File: src/rtl/pin_ctrl.sv
// Keypad PIN controller: collects four BCD digits, verifies against or enrolls into a key store.
// Optional macro PIN_LOCKOUT_TIMER_EN adds a timed exit from lockout; otherwise lockout holds until reset.
module pin_ctrl #(
  parameter int unsigned MAX_ATTEMPTS   = 3,
  parameter int unsigned LOCKOUT_CYCLES = 1024
) (
  input  logic        clk_i,
  input  logic        rst_ni,
  input  logic [3:0]  digit_i,
  input  logic        digit_valid_i,
  input  logic        enter_i,
  input  logic        clear_i,
  input  logic        enroll_i,
  input  logic [15:0] key_i,
  input  logic        key_blank_i,
  output logic [15:0] key_o,
  output logic        wenable_o,
  output logic        unlock_o,
  output logic        fail_o,
  output logic        locked_o,
  output logic [1:0]  attempts_o
);

  localparam logic [2:0] S_IDLE     = 3'd0;
  localparam logic [2:0] S_COLLECT  = 3'd1;
  localparam logic [2:0] S_CHECK    = 3'd2;
  localparam logic [2:0] S_WRITE    = 3'd3;
  localparam logic [2:0] S_UNLOCKED = 3'd4;
  localparam logic [2:0] S_LOCKOUT  = 3'd5;

  localparam logic [1:0] MAX_ATT = 2'(MAX_ATTEMPTS);

  logic [2:0]  state_q, state_d;
  logic [15:0] pin_q, pin_d;
  logic [2:0]  cnt_q, cnt_d;
  logic        enroll_q, enroll_d;
  logic [1:0]  attempts_q, attempts_d;
  logic [15:0] key_q, key_d;
  logic        wen_q, wen_d;
  logic        unlock_q, unlock_d;
  logic        fail_q, fail_d;
  logic        locked_q, locked_d;

`ifdef PIN_LOCKOUT_TIMER_EN
  localparam int unsigned TIMER_W = (LOCKOUT_CYCLES > 2) ? $clog2(LOCKOUT_CYCLES) : 1;
  logic [TIMER_W-1:0] timer_q, timer_d;
`else
  // LOCKOUT_CYCLES only matters for the timed-lockout build.
  if (LOCKOUT_CYCLES == 0) begin : g_no_timer
  end
`endif

  // Next-state, datapath and registered-output decode.
  always_comb begin
    state_d    = state_q;
    pin_d      = pin_q;
    cnt_d      = cnt_q;
    enroll_d   = enroll_q;
    attempts_d = attempts_q;
    key_d      = 16'h0000;
    wen_d      = 1'b0;
    fail_d     = 1'b0;
`ifdef PIN_LOCKOUT_TIMER_EN
    timer_d    = timer_q;
`endif
    case (state_q)
      S_IDLE, S_COLLECT: begin
        if (clear_i) begin
          state_d  = S_IDLE;
          pin_d    = 16'h0000;
          cnt_d    = 3'd0;
          enroll_d = 1'b0;
        end else if (enroll_i && state_q == S_IDLE && key_blank_i) begin
          enroll_d = 1'b1;
        end else if (enter_i) begin
          if (cnt_q == 3'd4) begin
            if (enroll_q) begin
              if (pin_q != 16'h0000) begin
                state_d = S_WRITE;
                wen_d   = 1'b1;
                key_d   = pin_q;
              end else begin
                // Zero PIN is reserved for blank; CHECK reports the rejection.
                state_d = S_CHECK;
              end
            end else if (!key_blank_i) begin
              state_d = S_CHECK;
            end
          end
        end else if (digit_valid_i && digit_i <= 4'd9 && cnt_q != 3'd4) begin
          state_d = S_COLLECT;
          pin_d   = {pin_q[11:0], digit_i};
          cnt_d   = cnt_q + 3'd1;
        end
      end
      S_CHECK: begin
        state_d = S_IDLE;
        pin_d   = 16'h0000;
        cnt_d   = 3'd0;
        if (enroll_q) begin
          fail_d   = 1'b1;
          enroll_d = 1'b0;
        end else if (pin_q == key_i) begin
          state_d    = S_UNLOCKED;
          attempts_d = 2'd0;
        end else begin
          fail_d     = 1'b1;
          attempts_d = (attempts_q == MAX_ATT) ? attempts_q : attempts_q + 2'd1;
          if (attempts_d == MAX_ATT) begin
            state_d = S_LOCKOUT;
`ifdef PIN_LOCKOUT_TIMER_EN
            timer_d = TIMER_W'(LOCKOUT_CYCLES - 1);
`endif
          end
        end
      end
      S_WRITE: begin
        state_d    = S_IDLE;
        pin_d      = 16'h0000;
        cnt_d      = 3'd0;
        enroll_d   = 1'b0;
        attempts_d = 2'd0;
      end
      S_UNLOCKED: begin
        if (clear_i) begin
          state_d  = S_IDLE;
          pin_d    = 16'h0000;
          cnt_d    = 3'd0;
          enroll_d = 1'b0;
        end else if (enroll_i) begin
          state_d  = S_IDLE;
          enroll_d = 1'b1;
        end
      end
      S_LOCKOUT: begin
`ifdef PIN_LOCKOUT_TIMER_EN
        if (timer_q == '0) begin
          state_d    = S_IDLE;
          attempts_d = 2'd0;
        end else begin
          timer_d = timer_q - TIMER_W'(1);
        end
`endif
      end
      default: state_d = S_IDLE;
    endcase
    unlock_d = (state_d == S_UNLOCKED);
    locked_d = (state_d == S_LOCKOUT);
  end

  always_ff @(posedge clk_i or negedge rst_ni) begin
    if (!rst_ni) begin
      state_q    <= S_IDLE;
      pin_q      <= 16'h0000;
      cnt_q      <= 3'd0;
      enroll_q   <= 1'b0;
      attempts_q <= 2'd0;
      key_q      <= 16'h0000;
      wen_q      <= 1'b0;
      unlock_q   <= 1'b0;
      fail_q     <= 1'b0;
      locked_q   <= 1'b0;
    end else begin
      state_q    <= state_d;
      pin_q      <= pin_d;
      cnt_q      <= cnt_d;
      enroll_q   <= enroll_d;
      attempts_q <= attempts_d;
      key_q      <= key_d;
      wen_q      <= wen_d;
      unlock_q   <= unlock_d;
      fail_q     <= fail_d;
      locked_q   <= locked_d;
    end
  end

`ifdef PIN_LOCKOUT_TIMER_EN
  always_ff @(posedge clk_i or negedge rst_ni) begin
    if (!rst_ni) timer_q <= '0;
    else         timer_q <= timer_d;
  end
`endif

  assign key_o      = key_q;
  assign wenable_o  = wen_q;
  assign unlock_o   = unlock_q;
  assign fail_o     = fail_q;
  assign locked_o   = locked_q;
  assign attempts_o = attempts_q;

endmodule

File: config.mk
export PLATFORM = sky130hd
export DESIGN_NAME = pin_ctrl
export DESIGN_NICKNAME = d
export VERILOG_FILES = /design/src/rtl/pin_ctrl.sv
export SDC_FILE = /design/constraint.sdc
export NUM_CORES = 1
export LEC_CHECK = 0
export ABC_AREA = 1
export BUFFER_PORTS_ARGS = -buffer_cell sky130_fd_sc_hd__buf_2
export CAP_MARGIN = 15
export CORE_MARGIN = 5
export CORE_UTILIZATION = 44
export CTS_BUF_LIST = sky130_fd_sc_hd__clkbuf_8
export CTS_CLUSTER_DIAMETER = 30
export DETAILED_ROUTE_END_ITERATION = 8
export PLACE_DENSITY = 0.66
export SLEW_MARGIN = 20
export SYNTH_ARGS = -nofsm -noshare
export SYNTH_HDL_FRONTEND = slang
export SYNTH_SLANG_ARGS = --single-unit
export TNS_END_PERCENT = 50
File: constraint.sdc
create_clock -name clk_i -period 2.4 [get_ports clk_i]
set_input_delay 0.36 -clock clk_i [delete_from_list [all_inputs] [get_ports clk_i]]
set_output_delay 0.36 -clock clk_i [all_outputs]
set_load 0.1 [all_outputs]
==> qor.log, run 1 <==
INFO  power_and_ir_drop power.static_leakage=1.57nW
INFO  yosys          synth_sequential_area_ratio=47.0%
INFO  sta            min_tclk_post_route=1.88ns
INFO  power_and_ir_drop p_total=1.64mW
INFO  critical_path  critical-path-slowest-cell=sky130_fd_sc_hd__nand2_4
INFO  clock_tree     cts-root-to-sink-buffers=2
INFO  critical_path  critical_path.startpoint_type=register
INFO  critical_path  crit_type=reg2reg
INFO  yosys          syn_area_per_cell=7.75um2
INFO  cells_and_area drive_above_1_share=28.5%
INFO  yosys          ys_dominant_reg_cell=sky130_fd_sc_hd__dfrtp_1
INFO  sta            grt_setup_unrepaired=no
INFO  drt            vias=1934
INFO  place          number_of_i_o_port_buffers=48
INFO  place          finalWeightedCongestion=0.885
INFO  yosys          post_synth_mux_area_share=0%
INFO  yosys          synthTopCellsByArea=sky130_fd_sc_hd__dfrtp_1, sky130_fd_sc_hd__nand2_1, sky130_fd_sc_hd__nor2_1
INFO  global_routing grt_start_max_net_pins=38
INFO  floorplan      die_y=83.8um
INFO  cells_and_area final.fill_count=520
INFO  critical_path  timing.critical_path.cells=inv_1 > ha_1 > nand2_1 > nand3_1 > nand3b_1 > nand2_4 > nand2_1 > o21ai_2
INFO  clock_tree     clk_root_buffer_cell=sky130_fd_sc_hd__clkbuf_8
INFO  drt            detail_route.vias_per_cell=4.49
INFO  cells_and_area nets=390
INFO  floorplan      placement_rows=26
INFO  critical_path  crit_path_max_incr_delay=0.44ns
INFO  floorplan      core_region_area=0.00520mm2
INFO  floorplan      floorplan.die_area=0.00701mm2
INFO  global_routing initial_antenna_violation_count=0
INFO  yosys          yosys_warnings=0
INFO  critical_path  worst_ep_required_time=2.62ns
INFO  yosys          synth_enable_flop_cells=0
INFO  drt            ant_nets=0
INFO  drt            routedWlPerCell=10.9um
INFO  clock_tree     insertion_delay=0.29ns
INFO  clock_tree     cts.sinks=45
INFO  critical_path  worst-path-buf-inv=1
INFO  critical_path  end_kind=register
INFO  yosys          xor_xnor_portion_of_the_synthesized_cell_area=0.366%
INFO  yosys          synth.ff_latch_count=45
INFO  yosys          ranking_of_synthesized_cells_by_instance_count=sky130_fd_sc_hd__nand2_1, sky130_fd_sc_hd__nor2_1, sky130_fd_sc_hd__inv_1
INFO  yosys          post-synth-top-count-cell=sky130_fd_sc_hd__nand2_1
INFO  yosys          synth.top_cell.area_share=47.0%
INFO  drt            routed_wirelength=4690um
INFO  yosys          yosys.area_share.simple=31.5%
INFO  critical_path  timing.critical_path.max_delay_family=simple AND/OR/NAND/NOR gates
INFO  sta            tns=0ns
INFO  hold_path      holdPathStages=3
INFO  hold_path      hold-path-endpoint=state_q[1]$_DFF_PN0_
INFO  drt            first_pass_iters=4
INFO  status         outcome=finished clean
INFO  clock_tree     cts.reportedPaths.clkPinSlew=0.08ns
INFO  yosys          synth_top_cell_by_area=sky130_fd_sc_hd__dfrtp_1
INFO  yosys          synth_fp_nets=338
INFO  sta            timing.final.setup_violations=0
INFO  sta            layout_worst_path_cycle_share=78.2%
INFO  global_routing vias_in_the_first_global_route=1830
INFO  yosys          synth-async-reset-ratio=100%
INFO  sta            relSlewSlack=65.2%
INFO  hold_path      worst_hold_path_type=in2reg
INFO  floorplan      top_level_ports=49
INFO  clock_tree     holdBufCountCts=1
INFO  floorplan      die_w=83.8um
INFO  clock_tree     cts_setup_buffers=0
INFO  yosys          synth_top_family_by_area=simple AND/OR/NAND/NOR gates
INFO  critical_path  worst-r2r-setup-slack=0.52ns
INFO  critical_path  cp.arrival=2.09ns
INFO  critical_path  worst_r2r_path_depth=8
INFO  yosys          synth_compound_area_share=9.36%
INFO  cells_and_area n_antenna_cell=0
INFO  critical_path  timing.critical_path.mode_cell=sky130_fd_sc_hd__nand2_1
INFO  yosys          synth.distinct_cells=27
INFO  power_and_ir_drop vdd.ir_drop.worst=320uV
INFO  clock_tree     cts_tree=yes
INFO  critical_path  worst_r2r_startpoint=cnt_q[0]$_DFFE_PN0P_
INFO  cells_and_area flow.area_growth_from_synthesis=16.0%
INFO  sta            maximum_clock_rate=0.533GHz
INFO  critical_path  r2r_end=pin_q[2]$_DFFE_PN0P_
INFO  clock_tree     total_cts_buffers=5
INFO  floorplan      initial_standard_cell_utilization_of_the_core=46.0%
INFO  yosys          synthAdderAreaFrac=1.05%
INFO  global_routing global_route.overflow_total=0
INFO  run            cap_viol_max_count=0
INFO  sta            finClkSkew=0.00376ns
INFO  global_routing grt_usage=14.1%
INFO  yosys          cell_area_after_synthesis=0.00239mm2
INFO  hold_path      hold_start=enter_i
INFO  sta            hold_violations=0
INFO  global_routing wire_length_of_the_first_global_routing_pass=8120um
INFO  place          place.detailed.hpwl=3570um
INFO  sta            max_slew.worst_pin.slew=0.522ns
INFO  clock_tree     cts_htree_levels=2
INFO  yosys          post_synth_inst_count=309
INFO  sta            report.final.slew_viol_count=0
INFO  drt            drcViolationCount=0
INFO  power_and_ir_drop power_density=589mW/mm2
INFO  drt            drt_iter0_markers=79
INFO  critical_path  worst-path-max-fanout=37
INFO  clock_tree     cts_repair_resize_count=0
==> registers in the layout, indices dropped and copies added (netlist names), 2 cells and up <==
register    flops
key_o          16
pin_q          16
attempts_o      2
cnt_q           3
state_q         3
==> power breakdown <==
part | internal [mW] | leakage, nW | total, mW | switching, mW
clock | 0.224 | 0.0485 | 0.457 | 0.233
sequential | 0.799 | 0.617 | 0.829 | 0.0303
combinational | 0.110 | 0.908 | 0.351 | 0.241
==> metrics by stage <==
stage          hold WS, ns  utilization [%]  cell area, um2  setup WS, ns  std cells
6_report             0.350             53.4            2780         0.523        431
4_1_cts              0.336             53.4            2780         0.525        431
3_5_place_dp         0.301             51.5            2680         0.551        423
2_1_floorplan       0.0644                -            2390         0.880        309
3_3_place_gp         0.299             51.5            2680         0.662        423
5_1_grt              0.348             53.4            2780         0.342        431
==> worst min-delay path, cell delays in order <==
cell                      delay (ns)
sky130_fd_sc_hd__buf_2          0.12
sky130_fd_sc_hd__inv_1          0.07
sky130_fd_sc_hd__nor3b_1        0.05
==> cell families after synthesis <==
| group | count (synthesis) |
|---|---|
| AOI/OAI and AO/OA | 28 |
| xor gates and xnor gates | 1 |
| buffers and inverters | 60 |
| adders and majority gates | 2 |
| DFF | 45 |
| and+or+nand+nor | 173 |
==> layer usage <==
layer / global-route usage, % / vias to the layer above / wire (um)
li1: - / 1018 / -
met1: 17.9 / 863 / 2160
met2: 22.9 / 45 / 2200
met3: 4.05 / 8 / 258
met4: 4.53 / 0 / 82
met5: 0 / - / 0
==> layout by cell type, fill, tap and decap left out, types with 2 or more instances in the layout <==
cell type,synthesis,layout
sky130_fd_sc_hd__nand2_2,14,14
sky130_fd_sc_hd__ha_1,2,2
sky130_fd_sc_hd__nand2_4,2,2
sky130_fd_sc_hd__nand2_1,77,77
sky130_fd_sc_hd__o21ai_2,18,18
sky130_fd_sc_hd__nor2_2,4,4
sky130_fd_sc_hd__dfrtp_1,45,45
sky130_fd_sc_hd__a21oi_1,4,4
sky130_fd_sc_hd__o21ai_0,3,3
sky130_fd_sc_hd__nor2_1,62,62
sky130_fd_sc_hd__inv_2,4,4
sky130_fd_sc_hd__buf_2,2,48
sky130_fd_sc_hd__inv_1,50,51
sky130_fd_sc_hd__clkbuf_8,0,6
sky130_fd_sc_hd__nand3_2,2,2
sky130_fd_sc_hd__nand3_1,7,7
==> worst max path at each step <==
| stage | startpoint | end | slack (ns) | cells after the start |
|---|---|---|---|---|
| finish | cnt_q[0]$_DFFE_PN0P_ | pin_q[2]$_DFFE_PN0P_ | 0.52 | 8 |
| global route | cnt_q[0]$_DFFE_PN0P_ | pin_q[2]$_DFFE_PN0P_ | 0.34 | 8 |
| CTS | cnt_q[0]$_DFFE_PN0P_ | pin_q[2]$_DFFE_PN0P_ | 0.53 | 8 |
| detailed placement | cnt_q[0]$_DFFE_PN0P_ | pin_q[2]$_DFFE_PN0P_ | 0.55 | 8 |
| global placement | cnt_q[0]$_DFFE_PN0P_ | pin_q[4]$_DFFE_PN0P_ | 0.66 | 8 |
| floorplan | attempts_o[1]$_DFFE_PN0P_ | unlock_o$_DFF_PN0_ | 0.88 | 5 |
==> area by class of cell <==
| class | count | area [um2] | share of cell area [%] |
|---|---|---|---|
| inverters | 55 | 208 | 7.48 |
| flip-flops and latches | 45 | 1130 | 40.5 |
| multi-input cells | 204 | 1010 | 36.4 |
| repair buffers | 50 | 258 | 9.28 |
| clock inverters | 1 | 3.75 | 0.135 |
| clock buffers | 6 | 82.6 | 2.97 |
| well taps | 70 | 87.6 | 3.15 |
(Power assumes the default switching activity.)
==> run 2: changes to the inputs <==
--- a/config.mk
+++ b/config.mk
@@ -5,7 +5,7 @@
 export SDC_FILE = /design/constraint.sdc
 export NUM_CORES = 1
 export LEC_CHECK = 0
-export ABC_AREA = 1
+export ABC_AREA = 0
 export BUFFER_PORTS_ARGS = -buffer_cell sky130_fd_sc_hd__buf_2
 export CAP_MARGIN = 15
 export CORE_MARGIN = 5
@@ -13,7 +13,7 @@
 export CTS_BUF_LIST = sky130_fd_sc_hd__clkbuf_8
 export CTS_CLUSTER_DIAMETER = 30
 export DETAILED_ROUTE_END_ITERATION = 8
-export PLACE_DENSITY = 0.66
+export PLACE_DENSITY = 0.7
 export SLEW_MARGIN = 20
 export SYNTH_ARGS = -nofsm -noshare
 export SYNTH_HDL_FRONTEND = slang
==> constraint.sdc (replaced) <==
create_clock -name clk_i -period 1.7 [get_ports clk_i]
set_input_delay 0.255 -clock clk_i [delete_from_list [all_inputs] [get_ports clk_i]]
set_output_delay 0.255 -clock clk_i [all_outputs]
set_load 0.1 [all_outputs]
==> run 2 against run 1 <==
Core utilization is 5.0 points higher. Critical path depth decreased by 2. Maximum frequency is 16% higher. Sequential cell count unchanged. Area after synthesis fell by 8.9%. Final area hardly changed. Critical path type unchanged. Critical endpoint is now attempts_o[0]$_DFFE_PN0P_.
==> qor.log, run 2 <==
INFO  status         outcome=finished clean
INFO  cells_and_area end_of_flow_core_utilization=58.4%
INFO  hold_path      worst_hold_path_type=in2reg
INFO  critical_path  worst_ep_required_time=1.87ns
INFO  cells_and_area nets=296
INFO  sta            maximum_clock_rate=0.618GHz
INFO  yosys          ranking_of_synthesized_cells_by_instance_count=sky130_fd_sc_hd__dfrtp_1, sky130_fd_sc_hd__inv_1, sky130_fd_sc_hd__nand2_1
INFO  clock_tree     cts.sinks=45
INFO  cells_and_area final_cell_mix=sky130_fd_sc_hd__buf_2, sky130_fd_sc_hd__dfrtp_1, sky130_fd_sc_hd__inv_1, sky130_fd_sc_hd__nand2_1
INFO  drt            drcViolationCount=0
INFO  critical_path  critical_path.startpoint_type=register
INFO  clock_tree     clk_root_buffer_cell=sky130_fd_sc_hd__clkbuf_8
INFO  cells_and_area layout_commonest_cell=sky130_fd_sc_hd__buf_2
INFO  drt            routedWlPerCell=15.3um
INFO  sta            report.final.slew_viol_count=0
INFO  place          place.detailed.hpwl=3670um
INFO  clock_tree     cts_htree_levels=2
INFO  floorplan      initial_standard_cell_utilization_of_the_core=45.9%
INFO  cells_and_area drive_above_1_share=35.1%
INFO  global_routing initial_antenna_violation_count=0
INFO  sta            max_slew.worst_pin.slew=0.498ns
INFO  floorplan      die_y=80.4um
INFO  critical_path  crit_type=reg2reg
INFO  global_routing grt_usage=17.0%
INFO  yosys          synth-async-reset-ratio=100%
INFO  floorplan      die_w=80.4um
INFO  yosys          synth_top_cell_by_area=sky130_fd_sc_hd__dfrtp_1
INFO  power_and_ir_drop vdd.ir_drop.worst=462uV
INFO  yosys          synth_fp_nets=229
INFO  drt            detail_route.vias_per_cell=5.04
INFO  drt            first_pass_iters=4
INFO  global_routing global_route.overflow_total=0
INFO  global_routing vias_in_the_first_global_route=1712
INFO  sta            min_tclk_post_route=1.62ns
INFO  drt            routed_wirelength=5130um
INFO  clock_tree     cts_tree=yes
INFO  power_and_ir_drop power_density=960mW/mm2
INFO  yosys          cell_area_after_synthesis=0.00218mm2
INFO  place          number_of_i_o_port_buffers=48
INFO  sta            grt_setup_unrepaired=yes
INFO  global_routing wire_length_of_the_first_global_routing_pass=8320um
INFO  run            cap_viol_max_count=0
INFO  floorplan      placement_rows=25
INFO  sta            relSlewSlack=67.0%
INFO  yosys          synth.ff_latch_count=45
INFO  global_routing grt_start_max_net_pins=26
INFO  yosys          yosys_warnings=0
INFO  sta            timing.final.setup_violations=0
INFO  yosys          post-synth-top-count-cell=sky130_fd_sc_hd__dfrtp_1
INFO  yosys          syn_area_per_cell=10.9um2
INFO  floorplan      top_level_ports=49
INFO  floorplan      floorplan.die_area=0.00646mm2
INFO  yosys          synth_enable_flop_cells=0
INFO  cells_and_area final.fill_count=440
INFO  yosys          synth.top_cell.area_share=51.6%
INFO  floorplan      core_region_area=0.00475mm2
INFO  clock_tree     cts-root-to-sink-buffers=2
INFO  clock_tree     total_cts_buffers=5
INFO  yosys          synthTopCellsByArea=sky130_fd_sc_hd__dfrtp_1, sky130_fd_sc_hd__mux2i_1, sky130_fd_sc_hd__xnor2_1
INFO  sta            finClkSkew=0.00826ns
INFO  critical_path  cp.arrival=1.79ns
INFO  drt            vias=1689
INFO  yosys          synth_sequential_area_ratio=51.6%
INFO  clock_tree     insertion_delay=0.30ns
INFO  yosys          ys_dominant_reg_cell=sky130_fd_sc_hd__dfrtp_1
INFO  clock_tree     cts.reportedPaths.clkPinSlew=0.08ns
INFO  cells_and_area flow.area_growth_from_synthesis=27.3%
INFO  drt            ant_nets=0
INFO  sta            hold_violations=0
INFO  yosys          synth.distinct_cells=42
INFO  critical_path  end_kind=register
INFO  drt            drt_iter0_markers=100
INFO  yosys          post_synth_inst_count=200
INFO  critical_path  worst-path-max-fanout=7
INFO  place          finalWeightedCongestion=0.866
INFO  sta            worst_hold_margin=0.195ns
INFO  cells_and_area n_antenna_cell=0
INFO  power_and_ir_drop power.static_leakage=1.45nW
INFO  sta            layout_worst_path_cycle_share=95.2%
-- run 2: through the flow --
stage,area (um2),instances,setup TNS (ns),power (mW),worst slack (ns)
4_1_cts,2730,334,0,2.66,0.0335
3_5_place_dp,2600,325,0,1.83,0.0793
5_1_grt,2780,335,-0.00577,2.79,-0.00577
6_report,2780,335,0,2.67,0.0821
3_3_place_gp,2600,325,0,1.82,0.102
2_1_floorplan,2180,200,0,1.63,0.132
-- run 2: metal layers --
layer  vias up  wire, um  global-route usage (%)
li1        814         -                       -
met1       811      2270                    22.4
met2        51      2460                    26.2
met3        13       239                    3.25
met4         0       161                    9.46
met5         -         0                       0
-- run 2: worst paths after layout --
check	from	to	slack, ns	cells after the start
setup / recovery	pin_q[7]$_DFFE_PN0P_	attempts_o[0]$_DFFE_PN0P_	0.08	6
hold / removal	digit_i[0]	pin_q[0]$_DFFE_PN0P_	0.20	3
setup reg to reg	pin_q[7]$_DFFE_PN0P_	attempts_o[0]$_DFFE_PN0P_	0.08	6
hold reg to reg	cnt_q[1]$_DFFE_PN0P_	cnt_q[1]$_DFFE_PN0P_	0.56	2
max in group asynchronous	rst_ni	key_o[13]$_DFF_PN0_	0.76	3
min in group asynchronous	rst_ni	state_q[2]$_DFF_PN0_	0.43	2
-- run 2: final cells by class --
type	instances	area [um2]	area share, %
multi-input combinational	126	943	34.0
clock buffer	6	82.6	2.97
tap	67	83.8	3.02
clock inverter	2	33.8	1.22
timing repair buffer	66	420	15.1
inverter	23	86.3	3.11
sequential	45	1130	40.6
-- run 2: cells by family after synthesis --
kind of cell | count (synthesis) | synth area share [%]
XOR/XNOR | 16 | 6.43
flip-flops | 45 | 51.6
AO/OA/AOI/OAI | 20 | 6.94
buffers and inverters | 29 | 6.54
multiplexers | 17 | 7.80
adder cells (fa/ha/maj) | 2 | 1.15
AND/OR/NAND/NOR | 71 | 19.5
-- run 2: repair_timing --
item                                   CTS  global route
resized for setup                        0             5
hold buffers                             1             0
endpoints found under the hold margin   20             0
setup endpoints to repair                0            37
buffers inserted                         0             0
-- run 2: report_power, final --
group | total (mW) | internal, mW | leakage, nW | switching, mW
Combinational | 0.618 | 0.234 | 0.774 | 0.384
Clock | 0.825 | 0.473 | 0.0626 | 0.352
Sequential | 1.22 | 1.14 | 0.611 | 0.0824
Total | 2.67 | 1.85 | 1.45 | 0.819
-- run 2: worst max-delay path: stages, from the launching register on --
cell and delay, ns:
sky130_fd_sc_hd__dfrtp_1 0.39, sky130_fd_sc_hd__buf_4 0.16, sky130_fd_sc_hd__xnor2_1 0.16, sky130_fd_sc_hd__nand4_1 0.13, sky130_fd_sc_hd__nor4_2 0.36, sky130_fd_sc_hd__buf_4 0.21, sky130_fd_sc_hd__o22ai_1 0.09
